File: src/rtl/alu_pkg.sv
// Shared opcode encodings and status flag bundle for the registered ALU.
package alu_pkg;

  localparam logic [2:0] OP_ADD = 3'b000;
  localparam logic [2:0] OP_SUB = 3'b001;
  localparam logic [2:0] OP_AND = 3'b010;
  localparam logic [2:0] OP_OR  = 3'b011;
  localparam logic [2:0] OP_XOR = 3'b100;
  localparam logic [2:0] OP_NOT = 3'b101;
  localparam logic [2:0] OP_SHL = 3'b110;
  localparam logic [2:0] OP_SHR = 3'b111;

  typedef struct packed {
    logic carry;
    logic zero;
    logic negative;
    logic overflow;
  } alu_flags_t;

endpackage

File: src/rtl/alu_core.sv
// Combinational ALU datapath: decodes sel, produces result and status flags.
module alu_core
  import alu_pkg::*;
#(
  parameter int WIDTH = 4
) (
  input  logic [WIDTH-1:0] a,
  input  logic [WIDTH-1:0] b,
  input  logic [2:0]       sel,
  output logic [WIDTH-1:0] y,
  output alu_flags_t       flags
);

  localparam int MSB = WIDTH - 1;

  // Extra top bit carries the unsigned carry-out (ADD) or borrow (SUB).
  logic [WIDTH:0] sum;
  logic [WIDTH:0] diff;

  assign sum  = {1'b0, a} + {1'b0, b};
  assign diff = {1'b0, a} - {1'b0, b};

  // Opcode decode; every path assigns every output so no latch can form.
  always_comb begin
    y              = '0;
    flags.carry    = 1'b0;
    flags.overflow = 1'b0;
    case (sel)
      OP_ADD: begin
        y              = sum[MSB:0];
        flags.carry    = sum[WIDTH];
        // Same-signed operands producing a differently-signed result.
        flags.overflow = (a[MSB] == b[MSB]) && (sum[MSB] != a[MSB]);
      end
      OP_SUB: begin
        y              = diff[MSB:0];
        flags.carry    = diff[WIDTH];
        // Opposite-signed operands where the result sign departs from a.
        flags.overflow = (a[MSB] != b[MSB]) && (diff[MSB] != a[MSB]);
      end
      OP_AND: y = a & b;
      OP_OR:  y = a | b;
      OP_XOR: y = a ^ b;
      OP_NOT: y = ~a;
      OP_SHL: begin
        y           = {a[MSB-1:0], 1'b0};
        flags.carry = a[MSB];
      end
      OP_SHR: begin
        y           = {1'b0, a[MSB:1]};
        flags.carry = a[0];
      end
      default: begin
        y              = '0;
        flags.carry    = 1'b0;
        flags.overflow = 1'b0;
      end
    endcase
    flags.zero     = (y == '0);
    flags.negative = y[MSB];
  end

endmodule

File: src/rtl/alu.sv
// Registered ALU: one-cycle latency, results and flags held while idle.
module alu
  import alu_pkg::*;
#(
  parameter int WIDTH = 4
) (
  input  logic             clk,
  input  logic             rst_n,
  input  logic [WIDTH-1:0] a,
  input  logic [WIDTH-1:0] b,
  input  logic [2:0]       sel,
  input  logic             in_valid,
  output logic [WIDTH-1:0] y,
  output logic             carry,
  output logic             zero,
  output logic             negative,
  output logic             overflow,
  output logic             out_valid
);

  logic [WIDTH-1:0] y_c;
  alu_flags_t       flags_c;
  alu_flags_t       flags_q;
  logic [WIDTH-1:0] y_q;
  logic             vld_q;

  alu_core #(.WIDTH(WIDTH)) u_core (
    .a     (a),
    .b     (b),
    .sel   (sel),
    .y     (y_c),
    .flags (flags_c)
  );

  // Capture result/flags only on accepted inputs; out_valid pulses per accept.
  always_ff @(posedge clk or negedge rst_n) begin
    if (!rst_n) begin
      y_q     <= '0;
      flags_q <= '0;
      vld_q   <= 1'b0;
    end else begin
      vld_q <= in_valid;
      if (in_valid) begin
        y_q     <= y_c;
        flags_q <= flags_c;
      end
    end
  end

  assign y         = y_q;
  assign carry     = flags_q.carry;
  assign zero      = flags_q.zero;
  assign negative  = flags_q.negative;
  assign overflow  = flags_q.overflow;
  assign out_valid = vld_q;

endmodule

File: config.mk
export PLATFORM = sky130hd
export DESIGN_NAME = alu
export DESIGN_NICKNAME = d
export VERILOG_FILES = /design/src/rtl/alu_pkg.sv /design/src/rtl/alu_core.sv /design/src/rtl/alu.sv
export SDC_FILE = /design/constraint.sdc
export NUM_CORES = 1
export LEC_CHECK = 0
export BUFFER_PORTS_ARGS = -buffer_cell sky130_fd_sc_hd__buf_4
export CELL_PAD_IN_SITES_DETAIL_PLACEMENT = 1
export CELL_PAD_IN_SITES_GLOBAL_PLACEMENT = 1
export CORE_MARGIN = 2
export CORE_UTILIZATION = 42
export CTS_CLUSTER_DIAMETER = 120
export DETAILED_ROUTE_END_ITERATION = 8
export PLACE_DENSITY_LB_ADDON = 0.25
export SKIP_LAST_GASP = 1
export SYNTH_ARGS = -nofsm -noshare
export SYNTH_HDL_FRONTEND = slang
export SYNTH_SLANG_ARGS = --single-unit
File: constraint.sdc
create_clock -name clk -period 2 [get_ports clk]
set_input_delay 0.1 -clock clk [delete_from_list [all_inputs] [get_ports clk]]
set_output_delay 0.1 -clock clk [all_outputs]
set_load 0.05 [all_outputs]
Yosys cells after proc, flatten, opt, wreduce, memory -nomap -nowiden
Cells that the tools add are included.

Multiplexer cells: 3. Reduce and logical (&&, ||, !) cells: 4. Add/sub/neg operators: 2. Equality and inequality tests: 11. Bitwise logic cells: 4.

Operators by type and width (count): 4-bit case mux with 8 select lines (1); 3-bit == test (second input constant) (4); 3-bit by 2-bit == test with 1-bit output (second input constant) (2); 4-bit by 4-bit adder with 5-bit output (1); 4-bit by 4-bit subtractor with 5-bit output (1); 4-bit bitwise AND (1); 4-bit logical NOT (1); 4-bit NOT (1); 4-bit OR (1); 1-bit case mux with 4 select lines (1); 4-bit bitwise XOR (1); 3-bit by 1-bit == test with 1-bit output (second input constant) (1); 3-bit logical NOT (1); 1-bit inequality test (3); 1-bit logical AND (2); 1-bit case mux with 2 select lines (1); 1-bit == test (1).

Register bits after elaboration: 9. Output and inout port bits: 9. Input port bits: 14. Logic and storage cells: 30.

Depth between registers and ports, before layout
Gate-level depths: netlist of run 1.

Depth after elaboration: 4. Gate-level depth with buffers: 9. Depth with buffers taken out: 9.

By module
A second synthesis of run 1 with hierarchy kept.

Cell total of the unflattened synthesis: 105. Area, all modules: 1028.5 sq um.

Modules (own cells, without submodules): alu_core (seq. area each 0.0 sq um, instances 1, cells each 87, area each 671.9 sq um); alu (seq. area each 225.2 sq um, instances 1, cells each 18, area each 356.6 sq um).

Worst setup path before layout of run 1
OpenSTA, ideal clock, no wires.

Path type: input-to-reg. From: input port b[2]. To: register flags_q, in the netlist zero. Required time: 1.878 ns. Cell stages on the path: 8. Data arrival time: 1.538 ns. Path slack: 0.340 ns. Path buffers: 1. Setup time: 0.122 ns. Cell sequence: inv_1 -> ha_1 -> buf_6 -> nor3_2 -> or4_1 -> a21boi_1 -> o311ai_1 -> a32o_1.

Cells in the longest elaborated chain, start to end: 3. Elaborated cells between the ends (all ways): 7. Classes of those cells: 2 x add/sub; 1 x mux; 3 x bitwise; 1 x reduce/logical.

Ends and longest elaborated chain: start, declared (RTL line alu.sv:10) `input logic [WIDTH-1:0] b,`; 4-bit by 4-bit subtractor with 5-bit output, or another cell as far along (RTL line alu_core.sv:21) `assign diff = {1'b0, a} - {1'b0, b};`; 4-bit case mux with 8 select lines * (RTL line alu_core.sv:28) `case (sel)`; 4-bit logical NOT * (RTL line alu_core.sv:59) `flags.zero = (y == '0);`; end signal, assigned (RTL line alu.sv:45) `flags_q <= flags_c;`; end, declared (RTL line alu.sv:23) `alu_flags_t flags_q;`.

Every way passes the cells marked *; elsewhere a longest branch is shown, timed or not. A chain may end at the register's enable or synchronous reset.

Final worst setup path of run 1
From: input port a[2]. To: register flags_q, in the netlist zero.

Cells in the longest elaborated chain, start to end: 3. Elaborated cells between the ends (all ways): 8. Classes of those cells: 2 x add/sub; 1 x mux; 4 x bitwise; 1 x reduce/logical.

Ends and longest elaborated chain: start, declared (RTL line alu.sv:9) `input logic [WIDTH-1:0] a,`; 4-bit by 4-bit subtractor with 5-bit output, or another cell as far along (RTL line alu_core.sv:21); 4-bit case mux with 8 select lines * (RTL line alu_core.sv:28); 4-bit logical NOT * (RTL line alu_core.sv:59).

Marks and branches as above.

==> run_results.csv, run 1 <==
group,metric,value,unit
worst_setup_path,crit_path_cell_trace,"buf_4 -> inv_1 -> ha_1 -> nor3_2 -> or4_1 -> a21boi_1 -> o311ai_1 -> a32o_1",
place,port_buffers,22,
worst_setup_path,critPathRequiredTime,2.15,ns
clock_network,cts.root.buffer_cell,"clkbuf_4",
timing,slew_headroom,78.3,%
grt,grt_first_pass_wirelength,4.55,mm
finish,insertedDiodeCount,0,
yosys,synth-edff-count,0,
pwr,power.ir.vdd_worst,0.492,mV
grt,overflow,0,
worst_setup_path,crit_fanout,6,
timing,maxSlewViolCount,0,
finish,drive_above_1_share,21.5,%
yosys,synth_area,1000,sq um
timing,finalSetupTns,0,ns
place,gp_congestion,0.874,
worst_setup_path,cp.arrival,1.82,ns
pwr,p_switching,0.272,mW
finish,layout_common_cells,"buf_4, inv_1, ha_1",
floorplan,die_h,52.9,um
place,placed_cells,168,
timing,rsz0062_at_grt,"false",
timing,tightestPinTransition,0.321,ns
timing,hold_viol_final,0,
finish,post-route-util,53.8,%
job,timing.max_cap.violations,0,
clock_network,cts_buffers,3,
timing,finalSetupViolations,0,
pwr,p_sw_share,42.1,%
floorplan,row_count,17,
yosys,synth_seq_cells,8,
clock_network,cts_tree,"done",
hold_path,hold_path.class,"in2reg",
grt,antenna_found_initial,0,
clock_network,clock_sinks,8,
place,dp_hpwl,2.29,mm
clock_network,ctsResizeCount,0,
finish,layout_commonest_cell,"buf_4",
grt,grt_pass1_vias,984,
yosys,syn-num-nets,152,
timing,skew,0,ns
timing,fin_ws,0.322,ns
drt,drt_pass1_iterations,4,
worst_setup_path,startpoint_type,"primary input",
grt,grt_max_degree,20,
outcome,outcome,"finished clean",
finish,final_net_count,174,
floorplan,ios,23,
floorplan,dieArea,2790,sq um
yosys,ys.flop_type,"dfrtp_1",
timing,period_share,83.9,%
drt,drc,0,
pwr,p_leak,0.592,nW
clock_network,ctsLongestPathBuffers,2,
drt,avgViaCountPerCell,5.55,
drt,finalWirelength,2.83,mm
drt,ant_nets,0,
worst_setup_path,critPathKind,"in2reg",
yosys,synth.area.top_cells,"dfrtp_1, ha_1, inv_1",
drt,wire_per_inst,16.4,um
timing,period_needed,1.68,ns
yosys,yosys_warnings,0,
yosys,synth-seq-area-share,20.0,%
finish,syn_to_final_growth,20.0,%
clock_network,path_clk_slew,0.05,ns
pwr,power_frac_clock,19.0,%
floorplan,coreArea,2230,sq um
worst_setup_path,slowest_delay,0.48,ns
yosys,synthArstFlopShare,100,%
worst_setup_path,critPathSlowestCell,"or4_1",
yosys,synth_cells,124,
pwr,p_per_area,538,nW/um^2
drt,num_vias,955,
place,dp_worst_setup_slack,0.0562,ns
pwr,internal-power,0.374,mW
yosys,yosysTopAreaCellShare,20.0,%
timing,hold-worst-slack,0.0308,ns
pwr,power_frac_seq,29.6,%
clock_network,htree_levels,1,
clock_network,clk-insertion-delay-late,0.25,ns
timing,max_freq,0.596,GHz
worst_setup_path,crit_path_end_kind,"flop",
yosys,yosysTopAreaCell,"dfrtp_1",
yosys,synth.distinct_cells,43,
grt,grt_usage,22.2,%
pwr,p_comb_share,51.3,%
floorplan,dieWidth,52.9,um
yosys,avgSynthCellArea,8.08,sq um
floorplan,start_util,44.9,%
drt,drtIter0Drc,14,
finish,instances_no_fill,172,
-- registers in the layout, indices dropped and copies added, names as in the netlist --
name	cells
y	3
out_valid	1
carry	1
negative	1
overflow	1
zero	1
-- routing by layer --
metal  track usage (%)  part of all wire (%)  up-vias
li1                  -                     -      477
met1              29.6                    46      462
met2              39.0                    52       13
met3              3.39                   2.1        3
met4              2.56                  0.35        0
met5                 0                     0        -
-- path summary, 6_finish.rpt --
check	slack, ns	endpoint	cells past startpoint	from
setup / recovery	0.32	zero$_DFFE_PN0P_	8	a[2]
hold / removal	0.03	out_valid$_DFF_PN0_	1	in_valid
setup reg to reg	1.18	overflow$_DFFE_PN0P_	2	overflow$_DFFE_PN0P_
hold reg to reg	0.50	y[2]$_DFFE_PN0P_	2	y[2]$_DFFE_PN0P_
max in group asynchronous	1.68	overflow$_DFFE_PN0P_	2	rst_n
min in group asynchronous	0.19	zero$_DFFE_PN0P_	2	rst_n
-- cell usage after synthesis, types with 2 or more instances --
cell	instances
nand4_1	2
inv_1	15
or3_1	2
fa_1	2
o21ai_0	5
a41oi_1	2
nor2_1	9
buf_2	5
ha_1	12
nand3_1	2
xnor2_1	3
mux2i_1	2
nand2_1	9
nor2b_1	2
a31oi_1	3
o22ai_1	3
o21bai_1	2
mux2_2	2
dfrtp_1	8
a32oi_1	2
nor3b_1	2
nand2b_1	5
a21oi_1	5
-- final cells by class --
type                            count  area [sq um]
Clock buffer                        3          22.5
Fill cell                         289          1030
Inverter                           15          56.3
Multi-Input combinational cell     93           698
Sequential cell                     8           200
Tap cell                           28          35.0
Timing Repair Buffer               25           190
-- critical path: cells and delay by family --
kind	cells	cell delay, ns
buf+inv	2	0.17
fa+ha+maj	1	0.40
compound gates	3	0.57
simple gates	2	0.58
-- cell families after synthesis --
logic type      count (synthesis)  share of synthesized area [%]
buf+inv                        23                           10.4
compound gates                 30                           20.5
xor+xnor                        4                           3.50
flops                           8                           20.0
fa+ha+maj                      14                           19.0
simple gates                   41                           22.5
mux                             4                           4.24
-- power by group through the flow --
stage	logic, mW	registers [mW]	clock network (mW)
3_5_place_dp	0.331	0.195	0
2_1_floorplan	0.159	0.261	0
6_report	0.332	0.191	0.123
3_3_place_gp	0.321	0.193	0
4_1_cts	0.333	0.192	0.130
5_1_grt	0.358	0.194	0.138
-- metrics by stage --
stage	power, mW	cell area, sq um
3_3_place_gp	0.515	1170
3_5_place_dp	0.526	1170
5_1_grt	0.691	1200
2_1_floorplan	0.420	1000
4_1_cts	0.655	1200
6_report	0.647	1200
-- repair_timing --
item,in CTS,in global routing
endpoints found under the hold margin,8,0
setup buffers,0,0
hold buffers,1,0
(Power assumes the default switching activity.)
==> inputs of run 2 (changes only) <==
--- a/config.mk
+++ b/config.mk
@@ -9,7 +9,7 @@
 export CELL_PAD_IN_SITES_DETAIL_PLACEMENT = 1
 export CELL_PAD_IN_SITES_GLOBAL_PLACEMENT = 1
 export CORE_MARGIN = 2
-export CORE_UTILIZATION = 42
+export CORE_UTILIZATION = 35
 export CTS_CLUSTER_DIAMETER = 120
 export DETAILED_ROUTE_END_ITERATION = 8
 export PLACE_DENSITY_LB_ADDON = 0.25
==> constraint.sdc (replaced) <==
create_clock -name clk -period 1.5 [get_ports clk]
set_input_delay 0.075 -clock clk [delete_from_list [all_inputs] [get_ports clk]]
set_output_delay 0.075 -clock clk [all_outputs]
set_load 0.05 [all_outputs]
==> run 2 against run 1 <==
  * Via count is 12% higher
  * Clock skew stayed put
  * Critical path depth stayed put
  * Hold slack better by 0.13 ns
  * Final cell count is 15% higher
  * First-iteration DRC count is 130% higher
  * Wire length is 5.4% higher
  * Global-route usage is 2.9 points lower
  * Core utilization is 1.9 points higher
  * Flip-flop and latch count stayed put
  * Non-clock buffer count is 23 higher
==> run_results.csv, run 2 (synthesis results as in run 1) <==
group,metric,value,unit
floorplan,row_count,19,
drt,drtIter0Drc,32,
grt,grt_usage,19.3,%
place,dp_hpwl,2.36,mm
grt,antenna_found_initial,0,
clock_network,clk-insertion-delay-late,0.26,ns
timing,max_freq,0.673,GHz
floorplan,ios,23,
timing,finalSetupViolations,0,
finish,seq_area,200,sq um
timing,hold_viol_final,0,
job,timing.max_cap.violations,0,
clock_network,htree_levels,1,
worst_setup_path,cp.arrival,1.64,ns
clock_network,ctsLongestPathBuffers,2,
pwr,power.ir.vdd_worst,0.465,mV
timing,maxSlewViolCount,0,
worst_setup_path,r2r_slack,0.69,ns
finish,final_area,1520,sq um
worst_setup_path,crit_fanout,3,
grt,grt_max_degree,20,
floorplan,dieWidth,57.5,um
finish,layout_commonest_cell,"buf_4",
floorplan,die_h,57.5,um
drt,drt_pass1_iterations,4,
finish,layout_common_cells,"buf_4, inv_1, nand2_1, nor2_1",
place,placed_cells,193,
finish,final_net_count,197,
grt,grt_pass1_vias,1089,
timing,period_needed,1.48,ns
drt,avgViaCountPerCell,5.38,
worst_setup_path,slowest_delay,0.52,ns
finish,multi_input_area,807,sq um
pwr,p_leak,0.727,nW
worst_setup_path,critPathKind,"in2reg",
clock_network,clock_sinks,8,
floorplan,coreArea,2730,sq um
drt,drc,0,
worst_setup_path,crit_path_cell_trace,"buf_4 -> inv_1 -> ha_4 -> nor3_4 -> or4_4 -> a21boi_4 -> o311ai_2 -> a32o_1",
place,port_buffers,22,
worst_setup_path,critPathTopFamily,"simple AND/OR/NAND/NOR gates",
worst_setup_path,rr_worst_depth,2,
floorplan,dieArea,3310,sq um
clock_network,cts.root.buffer_cell,"clkbuf_4",
clock_network,cts_tree,"done",
drt,wire_per_inst,15.0,um
pwr,finalPower,0.975,mW
worst_setup_path,rr_startpoint,"overflow$_DFFE_PN0P_",
timing,period_share,99.0,%
worst_setup_path,crit_path_end_kind,"flop",
grt,grt_first_pass_wirelength,4.93,mm
finish,nFillCells,331,
finish,instances_no_fill,198,
finish,largest_reg_flops,3,
pwr,p_per_area,640,nW/um^2
worst_setup_path,startpoint_type,"primary input",
timing,tightestPinTransition,0.390,ns
drt,num_vias,1066,
timing,skew,0,ns
clock_network,cts_setup_buffers,0,
finish,drive_above_1_share,41.3,%
clock_network,path_clk_slew,0.05,ns
worst_setup_path,worst-path-buf-inv,2,
drt,ant_nets,0,
worst_setup_path,critPathRequiredTime,1.65,ns
grt,overflow,0,
worst_setup_path,r2r_end,"overflow$_DFFE_PN0P_",
clock_network,cts_buffers,3,
floorplan,start_util,36.7,%
worst_setup_path,critPathSlowestCell,"or4_4",
place,gp_congestion,0.837,
timing,slew_headroom,73.9,%
drt,finalWirelength,2.98,mm
hold_path,hold_path.class,"in2async",
timing,rsz0062_at_grt,"true",
outcome,outcome,"finished clean",
place,placed_area,1420,sq um
finish,insertedDiodeCount,0,
finish,syn_to_final_growth,52.1,%
==> run 2: area by class of cell <==
cell class              instances  area share (%)
repair buffers                 48            25.0
multi-input cells              93            53.0
clock buffers                   3            1.48
flip-flops and latches          8            13.1
inverters                      15            4.84
well taps                      31            2.55
==> run 2: worst max-delay path by stage <==
| stage | endpoint | cells after the start | from |
|---|---|---|---|
| after detailed placement | zero$_DFFE_PN0P_ | 10 | a[0] |
| after CTS | y[1]$_DFFE_PN0P_ | 9 | a[0] |
| final | zero$_DFFE_PN0P_ | 8 | a[1] |
| after global placement | zero$_DFFE_PN0P_ | 8 | a[1] |
| after floorplan | zero$_DFFE_PN0P_ | 8 | a[2] |
| after global routing | zero$_DFFE_PN0P_ | 10 | a[0] |
==> run 2: report_power, final <==
part           switching (mW)  internal (mW)
Clock                  0.0784         0.0919
Combinational           0.309          0.240
Sequential             0.0140          0.241
Total                   0.401          0.574
==> run 2: timing repair <==
item / in CTS / in global routing
endpoints found under the hold margin: 9 / 0
hold buffers: 2 / 0
pin swaps: 5 / 2
setup endpoints to repair: 2 / 3
resized for setup: 6 / 7
==> run 2: routing by layer <==
layer  routed length [um]  vias to the layer above  global-route usage [%]
met4                   25                        0                    5.98
met1                 1270                      513                    22.6
met5                    0                        -                       0
met3                  108                        2                    2.72
met2                 1570                       26                    35.9
li1                     -                      525                       -
==> run 2: stage by stage <==
| step | setup slack, ns | setup TNS (ns) | util [%] | hold slack (ns) |
|---|---|---|---|---|
| 6_report | 0.0151 | 0 | 55.7 | 0.162 |
| 5_1_grt | -0.0504 | -0.0841 | 55.7 | 0.182 |
| 4_1_cts | -0.00150 | -0.00150 | 54.4 | 0.163 |
| 3_5_place_dp | -0.306 | -1.12 | 52.0 | -0.102 |
| 3_3_place_gp | -0.261 | -0.846 | 52.0 | -0.107 |
| 2_1_floorplan | -0.0806 | -0.0806 | - | -0.221 |
==> inputs of run 3 (changes only) <==
--- a/config.mk
+++ b/config.mk
@@ -13,6 +13,7 @@
 export CTS_CLUSTER_DIAMETER = 120
 export DETAILED_ROUTE_END_ITERATION = 8
 export PLACE_DENSITY_LB_ADDON = 0.25
+export REMOVE_ABC_BUFFERS = 1
 export SKIP_LAST_GASP = 1
 export SYNTH_ARGS = -nofsm -noshare
 export SYNTH_HDL_FRONTEND = slang
==> run 3 against run 2 <==
  * Critical path type unchanged
  * Hold slack got worse by 0.15 ns
  * Largest cell class unchanged
  * Clock power fell by 8%
  * Global-route usage fell by 0.61 points
  * First-iteration DRC count fell by 41%
  * Final cell count fell by 2.0%
  * Non-clock buffer count fell by 4
  * Wire length fell by 3.7%
==> run_results.csv, run 3 (synthesis results as in run 1) <==
group,metric,value,unit
timing,tightestPinTransition,0.328,ns
floorplan,coreArea,2730,sq um
floorplan,die_h,57.5,um
drt,drtIter0Drc,19,
clock_network,cts_buffers,3,
finish,seq_area,200,sq um
grt,grt_usage,18.7,%
outcome,outcome,"finished clean",
grt,grt_max_degree,20,
place,dp_hpwl,2.31,mm
finish,layout_commonest_cell,"buf_4",
clock_network,clk-insertion-delay-late,0.24,ns
worst_setup_path,startpoint_type,"primary input",
timing,rsz0062_at_grt,"true",
drt,ant_nets,0,
grt,grt_first_pass_wirelength,4.89,mm
finish,drive_above_1_share,39.9,%
timing,hold_viol_final,0,
drt,num_vias,1019,
finish,multi_input_area,781,sq um
timing,skew,0,ns
timing,finalSetupViolations,0,
floorplan,dieArea,3310,sq um
timing,period_needed,1.49,ns
pwr,power.ir.vdd_worst,0.591,mV
finish,largest_reg_flops,3,
grt,grt_use_met1,22.8,%
timing,slew_headroom,78.1,%
finish,syn_to_final_growth,43.7,%
clock_network,cts_tree,"done",
worst_setup_path,crit_path_end_kind,"flop",
finish,layout_common_cells,"buf_4, inv_1, nand2_1, nor2_1",
worst_setup_path,crit_fanout,3,
floorplan,dieWidth,57.5,um
grt,grt_busiest_layer,"met2",
finish,post-route-util,52.7,%
worst_setup_path,cp.arrival,1.62,ns
clock_network,cts.root.buffer_cell,"clkbuf_4",
place,gp_congestion,0.827,
worst_setup_path,critPathKind,"in2reg",
grt,overflow,0,
finish,instances_no_fill,194,
pwr,p_per_area,642,nW/um^2
pwr,p_leak,0.688,nW
grt,met2_usage,35.6,%
timing,fin_ws,0.0132,ns
drt,avgViaCountPerCell,5.25,
timing,maxSlewViolCount,0,
grt,antenna_found_initial,0,
drt,drc,0,
timing,finalSetupTns,0,ns
finish,final_net_count,193,
floorplan,row_count,19,
place,dp_worst_setup_slack,-0.316,ns
place,port_buffers,22,
finish,insertedDiodeCount,0,
finish,nFillCells,323,
clock_network,clock_sinks,8,
floorplan,start_util,36.7,%
timing,max_freq,0.673,GHz
hold_path,hold_path.class,"in2reg",
clock_network,path_clk_slew,0.05,ns
clock_network,ctsLongestPathBuffers,2,
grt,grt_pass1_vias,1099,
clock_network,htree_levels,1,
worst_setup_path,critPathRequiredTime,1.63,ns
place,placed_cells,190,
floorplan,ios,23,
grt,met3_usage,0.680,%
job,timing.max_cap.violations,0,
drt,wire_per_inst,14.8,um
timing,period_share,99.1,%
drt,drt_pass1_iterations,4,
drt,finalWirelength,2.87,mm
run 3: changes by cell type in the layout (fill, tap and decap cells not counted), sizes merged:
cell / before / now
buf: 46 / 43
dlygate4sd3: 2 / 1
run 3: worst max-delay path, stage by stage:
cell and delay (ns):
buf_6 0.08, inv_4 0.03, buf_4 0.12, ha_2 0.15
nor2b_4 0.12, or4_4 0.51, a21boi_2 0.15, o311ai_2 0.11
a32o_1 0.27
run 3: cell type report:
class	count	share of cell area [%]
flip-flops and latches	8	13.9
inverters	15	4.26
multi-input cells	93	54.2
well taps	31	2.69
clock buffers	3	1.56
repair buffers	44	23.4
run 3: power breakdown:
| group | leakage, nW | switching [mW] | internal (mW) | total, mW |
|---|---|---|---|---|
| registers | 0.0991 | 0.0139 | 0.241 | 0.255 |
| logic | 0.576 | 0.298 | 0.216 | 0.513 |
| clock network | 0.0138 | 0.0653 | 0.0910 | 0.156 |
run 3: repair_timing:
item	4_1_cts	5_1_grt
endpoints found under the setup margin	2	4
pin swaps	7	3
gates resized for setup	15	5
endpoints found under the hold margin	8	0
hold buffers	1	0
buffers inserted	0	0
run 3: path summary, 6_finish.rpt:
check                                     startpoint  cells after the start  slack, ns              endpoint
max in group asynchronous                      rst_n                      2       1.18  overflow$_DFFE_PN0P_
worst max-delay path                            b[1]                      9       0.01      zero$_DFFE_PN0P_
worst min register to register      y[2]$_DFFE_PN0P_                      2       0.48      y[2]$_DFFE_PN0P_
worst min-delay path                        in_valid                      1       0.02   out_valid$_DFF_PN0_
min in group asynchronous                      rst_n                      2       0.19      y[0]$_DFFE_PN0P_
worst max register to register  overflow$_DFFE_PN0P_                      2       0.68  overflow$_DFFE_PN0P_
run 3: per-layer routing:
layer | wire, um | part of all wire, % | up-vias
met5 | 0 | 0 | -
met4 | 8 | 0.28 | 0
met3 | 90 | 3.1 | 2
met2 | 1530 | 53 | 21
met1 | 1240 | 43 | 486
li1 | - | - | 510
run 3: stage by stage:
step                      instance area (sq um)  power [mW]  hold WS (ns)
after detailed placement                   1320       0.735        -0.104
after global placement                     1320       0.719        -0.106
after global routing                       1440       0.986       0.00706
after CTS                                  1420       0.928       0.00738
after floorplan                             955       0.530        -0.221
final                                      1440       0.925        0.0152
